===== src/rtl/lock_pw_config_ctrl.sv =====
// Password-programming controller for the digital lock.
// While the lock is open, walks the user through entering and confirming
// a new 4-digit one-hot password, then commits it to the password register
// that feeds the lock FSM.
//
// state   | meaning
// --------+----------------------------------------------------------
// IDLE    | waiting for prog_req; keys ignored
// ENTER   | capturing the four digits of the new password into new_buf
// CONFIRM | capturing the four confirmation digits into conf_buf
// COMMIT  | one cycle: compare buffers, update password or flag error
module lock_pw_config_ctrl #(
  parameter logic [15:0] DEFAULT_PW    = 16'h4121,
  parameter int          TIMEOUT_TICKS = 250
) (
  input  logic        clk,
  input  logic        rst,
  input  logic [3:0]  btn_pulse,
  input  logic        prog_req,
  input  logic        unlocked,
  input  logic        tick,
  output logic [15:0] password,
  output logic        cfg_busy,
  output logic [2:0]  digit_cnt,
  output logic        phase,
  output logic        cfg_done,
  output logic        cfg_err,
  output logic [1:0]  err_code
);

  typedef enum logic [1:0] {IDLE, ENTER, CONFIRM, COMMIT} state_t;

  // Inactivity timer runs down from TIMER_LOAD; a tick at zero is the timeout.
  localparam logic [7:0] TIMER_LOAD = 8'(TIMEOUT_TICKS - 1);

  state_t      state, state_n;
  logic [15:0] new_buf, new_buf_n, conf_buf, conf_buf_n, password_n;
  logic [7:0]  timer, timer_n;
  logic [2:0]  digit_cnt_n;
  logic        phase_n, done_n, err_n, busy_n;
  logic [1:0]  code_n;
  logic        key_onehot, key_bad, abort;
  logic [1:0]  abort_code;
  logic [15:0] key_nib;

  assign key_onehot = (btn_pulse != 4'd0) && ((btn_pulse & (btn_pulse - 4'd1)) == 4'd0);
  assign key_bad    = (btn_pulse != 4'd0) && !key_onehot;
  // Digit 0 lands in [15:12], digit 3 in [3:0].
  assign key_nib    = {btn_pulse, 12'h000} >> {digit_cnt[1:0], 2'b00};

  // Next-state and next-output logic; all outputs are registered below.
  always_comb begin
    state_n     = state;
    new_buf_n   = new_buf;
    conf_buf_n  = conf_buf;
    timer_n     = timer;
    digit_cnt_n = digit_cnt;
    phase_n     = phase;
    password_n  = password;
    done_n      = 1'b0;
    err_n       = 1'b0;
    code_n      = err_code;
    abort       = 1'b0;
    abort_code  = 2'd0;
    case (state)
      IDLE: begin
        if (prog_req) begin
          if (unlocked) begin
            state_n     = ENTER;
            digit_cnt_n = 3'd0;
            timer_n     = TIMER_LOAD;
            phase_n     = 1'b0;
          end else begin
            err_n  = 1'b1;
            code_n = 2'd3;
          end
        end
      end
      ENTER, CONFIRM: begin
        if (!unlocked) begin
          abort      = 1'b1;
          abort_code = 2'd3;
        end else if (key_bad) begin
          abort      = 1'b1;
          abort_code = 2'd2;
        end else if (key_onehot) begin
          timer_n = TIMER_LOAD;
          if (state == ENTER) new_buf_n  = new_buf | key_nib;
          else                conf_buf_n = conf_buf | key_nib;
          if (digit_cnt == 3'd3) begin
            if (state == ENTER) begin
              state_n     = CONFIRM;
              digit_cnt_n = 3'd0;
              phase_n     = 1'b1;
            end else begin
              state_n     = COMMIT;
              digit_cnt_n = 3'd4;
            end
          end else begin
            digit_cnt_n = digit_cnt + 3'd1;
          end
        end else if (tick) begin
          if (timer == 8'd0) begin
            abort      = 1'b1;
            abort_code = 2'd1;
          end else begin
            timer_n = timer - 8'd1;
          end
        end
      end
      COMMIT: begin
        if (new_buf == conf_buf) begin
          password_n = new_buf;
          done_n     = 1'b1;
        end else begin
          err_n  = 1'b1;
          code_n = 2'd0;
        end
        state_n     = IDLE;
        new_buf_n   = 16'd0;
        conf_buf_n  = 16'd0;
        digit_cnt_n = 3'd0;
        phase_n     = 1'b0;
      end
      default: state_n = IDLE;
    endcase
    if (abort) begin
      state_n     = IDLE;
      new_buf_n   = 16'd0;
      conf_buf_n  = 16'd0;
      digit_cnt_n = 3'd0;
      phase_n     = 1'b0;
      err_n       = 1'b1;
      code_n      = abort_code;
    end
    busy_n = (state_n != IDLE);
  end

  // State and registered outputs.
  always_ff @(posedge clk or posedge rst) begin
    if (rst) begin
      state     <= IDLE;
      new_buf   <= 16'd0;
      conf_buf  <= 16'd0;
      timer     <= TIMER_LOAD;
      digit_cnt <= 3'd0;
      phase     <= 1'b0;
      password  <= DEFAULT_PW;
      cfg_busy  <= 1'b0;
      cfg_done  <= 1'b0;
      cfg_err   <= 1'b0;
      err_code  <= 2'd0;
    end else begin
      state     <= state_n;
      new_buf   <= new_buf_n;
      conf_buf  <= conf_buf_n;
      timer     <= timer_n;
      digit_cnt <= digit_cnt_n;
      phase     <= phase_n;
      password  <= password_n;
      cfg_busy  <= busy_n;
      cfg_done  <= done_n;
      cfg_err   <= err_n;
      err_code  <= code_n;
    end
  end

endmodule

===== config.mk =====
export PLATFORM = sky130hd
export DESIGN_NAME = lock_pw_config_ctrl
export DESIGN_NICKNAME = d
export VERILOG_FILES = /design/src/rtl/lock_pw_config_ctrl.sv
export SDC_FILE = /design/constraint.sdc
export NUM_CORES = 1
export LEC_CHECK = 0
export ABC_CLOCK_PERIOD_IN_PS = 3300
export BUFFER_PORTS_ARGS = -buffer_cell sky130_fd_sc_hd__buf_2
export CAP_MARGIN = 20
export CORE_MARGIN = 10
export CORE_UTILIZATION = 61
export DETAILED_ROUTE_END_ITERATION = 8
export PLACE_DENSITY = 0.81
export SYNTH_ARGS = -nofsm -noshare
export SYNTH_HDL_FRONTEND = slang
export SYNTH_SLANG_ARGS = --single-unit
export TNS_END_PERCENT = 30

===== constraint.sdc =====
create_clock -name clk -period 3.3 [get_ports clk]
set_input_delay 0.66 -clock clk [delete_from_list [all_inputs] [get_ports clk]]
set_output_delay 0.66 -clock clk [all_outputs]
set_load 0.02 [all_outputs]

After elaboration in Yosys (flattened, before gate mapping) --
Cells that the tools add are included.
Cells by class: bitwise logic cells 3, eq/ne operators 21, reduce and logical (&&, ||, !) cells 19, muxes and demuxes 71, shift operators 1, add/subtract/negate cells 3
Operators with widths (count):
- 16-bit two-way mux | 10
- 16-bit case mux with 2 select lines | 2
- 8-bit two-way mux | 7
- 3-bit inequality test, second input constant | 12
- 16-bit OR | 2
- 2-bit two-way mux | 14
- 1-bit two-way mux | 24
- 3-bit two-way mux | 8
- 16-bit == test | 1
- 8-bit case mux with 2 select lines | 1
- 16-bit by 4-bit right shift with 16-bit output | 1
- 5-bit AND reduction | 3
- 7-bit AND reduction | 2
- 3-bit case mux with 3 select lines | 1
- 8-bit zero test | 1
- 2-bit inequality test, second input constant | 4
- 8-bit by 1-bit subtractor with 8-bit output, second input constant | 1
- 2-bit case mux with 3 select lines | 1
- 3-bit nonzero test | 2
- 4-bit AND | 1
- 2-bit == test, second input constant | 2
- 4-bit zero test | 1
- 2-bit case mux with 2 select lines | 1
- 4-bit AND reduction | 1
- 13 further kinds | 15
Word-level totals: bits of input ports 9, logic and storage cells 129, register bits 67, output and inout bits 25

Longest topological paths before layout --
Gate-level depths: netlist of run 1.
depth in word-level cells 11, depth in mapped cells 8, gate-level depth less buffers 7

Least setup slack after synthesis of run 1 --
OpenSTA, ideal clock, no wires.
path kind reg2reg, from reg state[0], to reg timer[4], setup slack 1.182 ns, arrival time 2.030 ns, stages on the path, launching flop included 9, buffers on the path 1, period minus slack after synthesis 2.118 ns, cells stage by stage dfrtp_1 > inv_1 > ha_1 > inv_2 > a2111o_1 > a31oi_4 > buf_6 > nor3_1 > or3b_1
On the way: word-level cells in the longest chain between the ends 4, elaborated cells between the ends (all ways) 13, classes of those cells eq/ne (8); mux (1); reduce/logical (4)
Ends and longest elaborated chain:
- start: declaration | RTL line 36 | state_t state, state_n;
- start signal: assignment | RTL line 154 | state <= state_n;
- 2-bit by 1-bit == test with 1-bit output / 2-bit == test (equally long branches) | RTL line 65 | case (state)
- 2-bit OR reduction | RTL line 65
- 3-bit inequality test (no line) (tied with other cells)
- 7-bit AND reduction (no line)
- end signal: assignment | RTL line 157 | timer <= timer_n;
- end: declaration | RTL line 38 | logic [7:0] timer, timer_n;
Several ways; a longest one is shown, not always the timed one. A chain may end at the register's enable or synchronous reset.

Final worst setup path of run 1 --
Same ends and word-level chain as after synthesis.

==> impl_results.md, run 1 <==
- Worst-skew pair later-pin latency: 340 ps
- Hold WS: around 250 ps
- WS Path Type: register to register
- Mapped Nets: ~330
- First-pass DRT Iterations: 5
- Fraction of layout instances using a drive strength above 1: 0.243
- Initial Utilization: 0.636
- Critical path peak fanout: 14
- Crit path DAT: around 2900 ps
- Maxcap violations: 0
- Post-synthesis cell count: roughly 310
- Mapped Avg Cell Area: 10.6 sq um
- Cells along the critical path: inv_1, ha_1, inv_2, a2111o_1, a31oi_4, nor3_1, or3b_1
- CTS Buffer Depth: 2
- Buf/Inv on CP: 2
- Vias: 2622
- Ys Warns: 0
- Fraction of registers with async set/reset: 1.00
- Cell Count, Final, Fillers Out: 420
- CP startpoint kind: register
- Fmax: just under 0.4 GHz
- Flops & latches, synth: 67
- Utilization after layout: 0.709
- CTS resizes: 0
- CTS buffer count: 9
- Initial antenna violation count: 0
- Synth Cell Area: 3290 sq um
- Layout Skew: 3.07 ps
- Total wire length: around 7.6 mm
- DR iter-0 viols: just over 200
- Power Density: 659 nW/um^2
- Reg2reg start: state[0]
- Post CTS Setup Buffer Count: 0
- Synth cell types: 57
- Clock slew at reported path FFs: 70 ps
- CTS root buf: clkbuf_8
- R2R depth: 7
- H-tree levels: 3
- Routability congestion estimate: 0.921
- Die Area: a little under 9000 sq um
- Most frequent cells in the layout: 57 x dfrtp_1, 43 x nor2_1, 34 x a31oi_1, 33 x buf_2, 17 x xor2_1
- Maximum VDD drop: 0.000474 V
- Max incr delay on CP: 540 ps
- Slew Limit Fails: 0
- CTS Hold Bufs: 0
- Sequential fraction of the synthesis area: 0.514
- R2R Path End: timer[4]
- Critical path required time: 3560 ps
- CP max stage cell: ha_1
- Die width: 93.4 um
- Setup_tns: 0 ps
- CTS tree: done
- RSZ-0062 raised after global routing: false
- Die height: 93.4 um
- DP Cell Count: 405
- Ports: 34
- Ant diodes: 0
- Num rows: 26
- Grt ovf: 0
- Largest delay share family, worst path: compound AO/OA/AOI/OAI gates
- Fin crit share: 0.788
- Reg-to-reg setup timing slack: 700 ps
- Placed wire-length estimate: 5.27 mm
- Drc violations: 0
- Status: completed
- Slew headroom: 0.386
- WL/cell: between 15 and 20 um
- GRT Util Overall: 0.186
- Ys flop type: dfrtp_1
- Largest net degree at the start of global routing: 55
- CP Capture Type: register
- Static Leak: 1.79 nW
- Detail Route Antenna Nets: 0
- I/O Buffers: 33
- Hold Path Class: primary input to asynchronous set/reset pin
- Vias per cell: 6.24
- Measured slew at the worst slew-check pin: 914 ps
- Final setup viols: 0
- Synth-to-layout area growth: 11.4%
- Final Hold Viols: 0
- First-pass GRT wire length: 12.8 mm
- Clk sinks: 67
- Commonest non-fill, non-tap cell in the layout: dfrtp_1
- Tmin final: 2600 ps
- Final #Nets: 361
- Vias in the first global route: 2592
- Core footprint: 5170 sq um
- Post-synth EDFFs: 0
## sequential cells by signal (all words and copies together) (netlist names)
name and flops:
cfg_done 1, state 2, digit_cnt 3, timer 8, cfg_err 1, conf_buf 16
cfg_busy 1, phase 1, new_buf 16, password 16, err_code 2
## through the flow
step | worst slack (ps) | cell area [sq um] | total power, mW
2_1_floorplan | 973 | 3290 | 1.65
3_3_place_gp | 871 | 3500 | 1.81
3_5_place_dp | 786 | 3500 | 1.84
4_1_cts | 758 | 3660 | 2.41
5_1_grt | 589 | 3660 | 2.58
6_report | 700 | 3660 | 2.42
## cells by family (layout without fill, tap and decap cells)
family,Yosys count,in the layout,share of synthesized area
multiplexers,18,18,0.0612
AND/OR/NAND/NOR,94,94,0.141
XOR/XNOR,17,17,0.0453
adder cells (fa/ha/maj),6,6,0.0228
buffers and inverters,24,63,0.0346
flip-flops,67,67,0.514
AO/OA/AOI/OAI,85,85,0.181
## where the power goes
| part | switching, mW | total (mW) | internal, mW |
|---|---|---|---|
| sequential | 0.102 | 1.06 | 0.958 |
| clock | 0.295 | 0.583 | 0.289 |
| combinational | 0.503 | 0.773 | 0.269 |
## worst reg2reg max path, cell delays in order, from the launching register on
cell      delay (ps)
dfrtp_1          420
inv_1             70
ha_1             540
inv_2            140
a2111o_1         540
a31oi_4          370
nor3_1           100
or3b_1           360
## layer usage
metal | vias up | global-route usage | routed length, um
met2 | 98 | 0.305 | 3770
li1 | 1218 | - | -
met4 | 0 | 0.0913 | 221
met5 | - | 0 | 0
met3 | 23 | 0.0544 | 473
met1 | 1283 | 0.218 | 3100
## area by class of cell
type	instances	area, sq um
inverters	10	37.5
clock inverters	2	12.5
multi-input cells	220	1490
repair buffers	38	203
well taps	70	87.6
clock buffers	13	149
fillers	362	1510
flip-flops and latches	67	1690
## synthesized netlist by cell type (3+ instances only)
cell type | count | area (sq um)
mux2_2 | 15 | 169
or4_1 | 3 | 22.5
nor2_1 | 43 | 161
nor4_1 | 4 | 25.0
o21ai_1 | 4 | 20.0
a31oi_1 | 34 | 213
nand4_1 | 3 | 18.8
nand2_1 | 13 | 48.8
inv_1 | 8 | 30.0
nor3b_1 | 3 | 22.5
a211o_1 | 4 | 35.0
buf_2 | 7 | 35.0
ha_1 | 6 | 75.1
clkbuf_1 | 3 | 11.3
nand3_1 | 5 | 25.0
dfstp_2 | 10 | 263
o31ai_1 | 5 | 37.5
xor2_1 | 17 | 149
o211ai_1 | 3 | 22.5
a21oi_1 | 3 | 15.0
nor3_1 | 3 | 15.0
o21ai_0 | 13 | 65.1
nor2b_1 | 3 | 18.8
or3_1 | 3 | 18.8
dfrtp_1 | 57 | 1430
## how the worst max path moves through the flow
stage	start	to	slack [ps]	cells after the start
4_1_cts	state[0]	timer[4]	760	7
3_3_place_gp	btn_pulse[1]	timer[4]	870	6
5_1_grt	state[0]	timer[4]	590	7
3_5_place_dp	state[0]	timer[4]	790	7
2_1_floorplan	rst	cfg_busy	970	1
6_report	state[0]	timer[4]	700	7
No activity file was read; power rests on OpenSTA's default activity.
==> run 2, diff against run 1 <==
Settings changed: ABC_CLOCK_PERIOD_IN_PS 3300 to 2600, CORE_UTILIZATION 61 to 58, PLACE_DENSITY 0.81 to 0.78.
Clock period 3.3 ns to 2.6 ns, I/O delays scaled along.
==> impl_results.md, run 2 (synthesized netlist as in run 1, its figures left out) <==
- Status: completed
- WS Path Type: register to register
- I/O Buffers: 33 (unchanged)
- Layout Skew: 9.75 ps (+6.68 ps)
- Tmin final: 2330 ps (-273 ps)
- Critical path peak fanout: 16 (+2)
- Top Layer Used: met4
- Critical path depth: 7 (unchanged)
- Initial antenna violation count: 0 (unchanged)
- Fmax: 0.430 GHz (+12%)
- GRT Util Overall: 0.170 (-0.0161)
- Final #Nets: 361 (unchanged)
- Maximum VDD drop: 0.000485 V (+2.2%)
- Synth-to-layout area growth: 13.0%
- Vias: 2579 (-1.6%)
- Final Hold Viols: 0 (unchanged)
- Design Power: 3.19 mW (+32%)
- H-tree levels: 3 (unchanged)
- Drc violations: 0 (unchanged)
- DR WL met3: 357 um (-25%)
- RSZ-0062 raised after global routing: false
- FF/Latch Area: 1690 sq um (unchanged)
- Core footprint: 5510 sq um (+6.5%)
- Die Area: 9080 sq um (+4.1%)
- Static Leak: 1.81 nW (+1.2%)
- Worst-skew pair later-pin latency: 350 ps (about the same)
- Largest delay share family, worst path: compound AO/OA/AOI/OAI gates
- Largest regs: conf_buf (16), new_buf (16), password (16)
- Measured slew at the worst slew-check pin: 1070 ps (+156 ps)
- Final instance area: 3720 sq um (+1.4%)
- Fin crit share: 0.895 (+0.107)
- Slew headroom: 0.285 (-0.101)
- CTS resizes: 0 (unchanged)
- CTS root buf: clkbuf_8
- Final setup viols: 0 (unchanged)
- Hold Path Class: primary input to asynchronous set/reset pin
- Most frequent cells in the layout: 57 x dfrtp_1, 43 x nor2_1, 34 x a31oi_1, 33 x buf_2, 17 x xor2_1
- Grt ovf: 0 (unchanged)
- Crit path DAT: 2550 ps (-310 ps)
- Largest net degree at the start of global routing: 47 (-15%)
- Routability congestion estimate: 0.906 (-1.6%)
- Detail Route Antenna Nets: 0 (unchanged)
- WL/cell: 17.4 um (-3.2%)
- CTS buffer count: 9 (unchanged)
- CTS Buffer Depth: 2 (unchanged)
- Placed wire-length estimate: 5.13 mm (-2.7%)
- Die height: 95.3 um (+2.0%)
- DR iter-0 viols: 148 (-28%)
- CP max stage cell: a31oi_2
- Routed wl met2: 3.62 mm (-3.9%)
- Fraction of layout instances using a drive strength above 1: 0.254 (+0.0107)
- Max incr delay on CP: 520 ps (-20 ps)
- Hold WS: 182 ps (-67.0 ps)
- First-pass GRT wire length: 12.0 mm (-6.5%)
- Slew Limit Fails: 0 (unchanged)
- Vias in the first global route: 2522 (-2.7%)
- Reg-to-reg setup timing slack: 270 ps (-430 ps)
- Vias per cell: 6.10 (-2.3%)
- Buf/Inv on CP: 1 (-1)
- First-pass DRT Iterations: 4 (-1)
- R2R depth: 7 (unchanged)
- Initial Utilization: 0.597 (-0.0386)
- CTS Hold Bufs: 0 (unchanged)
- Maxcap violations: 0 (unchanged)
- Area post-placement: 3520 sq um (+0.43%)
- Die width: 95.3 um (+2.0%)
- Commonest non-fill, non-tap cell in the layout: dfrtp_1
- Utilization after layout: 0.675 (-0.0334)
- Post CTS Setup Buffer Count: 0 (unchanged)
- Metal1 wirelength: 3.19 mm (+2.9%)
- CP startpoint kind: register
- CTS tree: done
- Clock slew at reported path FFs: 70 ps (about the same)
- Ports: 34 (unchanged)
- Num rows: 27 (+3.8%)
- Power Density: 858 nW/um^2 (+30%)
- Area of the multi-input gates: 1490 sq um (unchanged)
- Ant diodes: 0 (unchanged)
- Cells along the critical path: inv_1, ha_1, nor3b_1, nand4_1, a31oi_2, a21o_2, nor2_1
- Critical path required time: 2830 ps (-730 ps)
- # fillers: 429 (+19%)
- Setup_tns: 0 ps (unchanged)
- Total wire length: 7.37 mm (-2.6%)
- CP Capture Type: register
- Clk sinks: 67 (unchanged)
-- run 2: worst paths after layout --
kind | start | end
max | timer[1] | new_buf[0]
min | rst | password[11]
max reg2reg | timer[1] | new_buf[0]
min reg2reg | password[15] | password[15]
max in group asynchronous | rst | password[14]
min in group clk | password[15] | password[15]
-- run 2: layout make-up --
cell class                      instances  area share
Multi-Input combinational cell        220       0.400
Inverter                               10      0.0101
Tap cell                               72      0.0242
Timing Repair Buffer                   38      0.0579
Clock buffer                           13      0.0481
Clock inverter                          3     0.00539
Sequential cell                        67       0.454
-- run 2: report_power, final --
group	leakage, nW	internal [mW]	switching, mW	total, mW
registers	0.879	1.22	0.134	1.35
logic	0.833	0.348	0.639	0.987
clock network	0.0977	0.449	0.404	0.853
total	1.81	2.01	1.18	3.19
-- run 2: through the flow --
| step | cells | worst slack, ps |
|---|---|---|
| floorplan | 311 | 413 |
| global route | 423 | 109 |
| finish | 423 | 272 |
| global placement | 407 | 321 |
| CTS | 423 | 302 |
| detailed placement | 407 | 218 |
-- run 2: worst reg2reg max path, cell delays in order, from the launching register on --
cell     delay, ps
dfrtp_1        420
inv_1          100
ha_1           140
nor3b_1        310
nand4_1        260
a31oi_2        520
a21o_2         360
nor2_1         100
-- run 2: metal layers --
| layer | track usage | vias to the layer above |
|---|---|---|
| met5 | 0 | - |
| met4 | 0.0873 | 0 |
| met3 | 0.0471 | 20 |
| met2 | 0.274 | 69 |
| met1 | 0.203 | 1277 |
| li1 | - | 1213 |
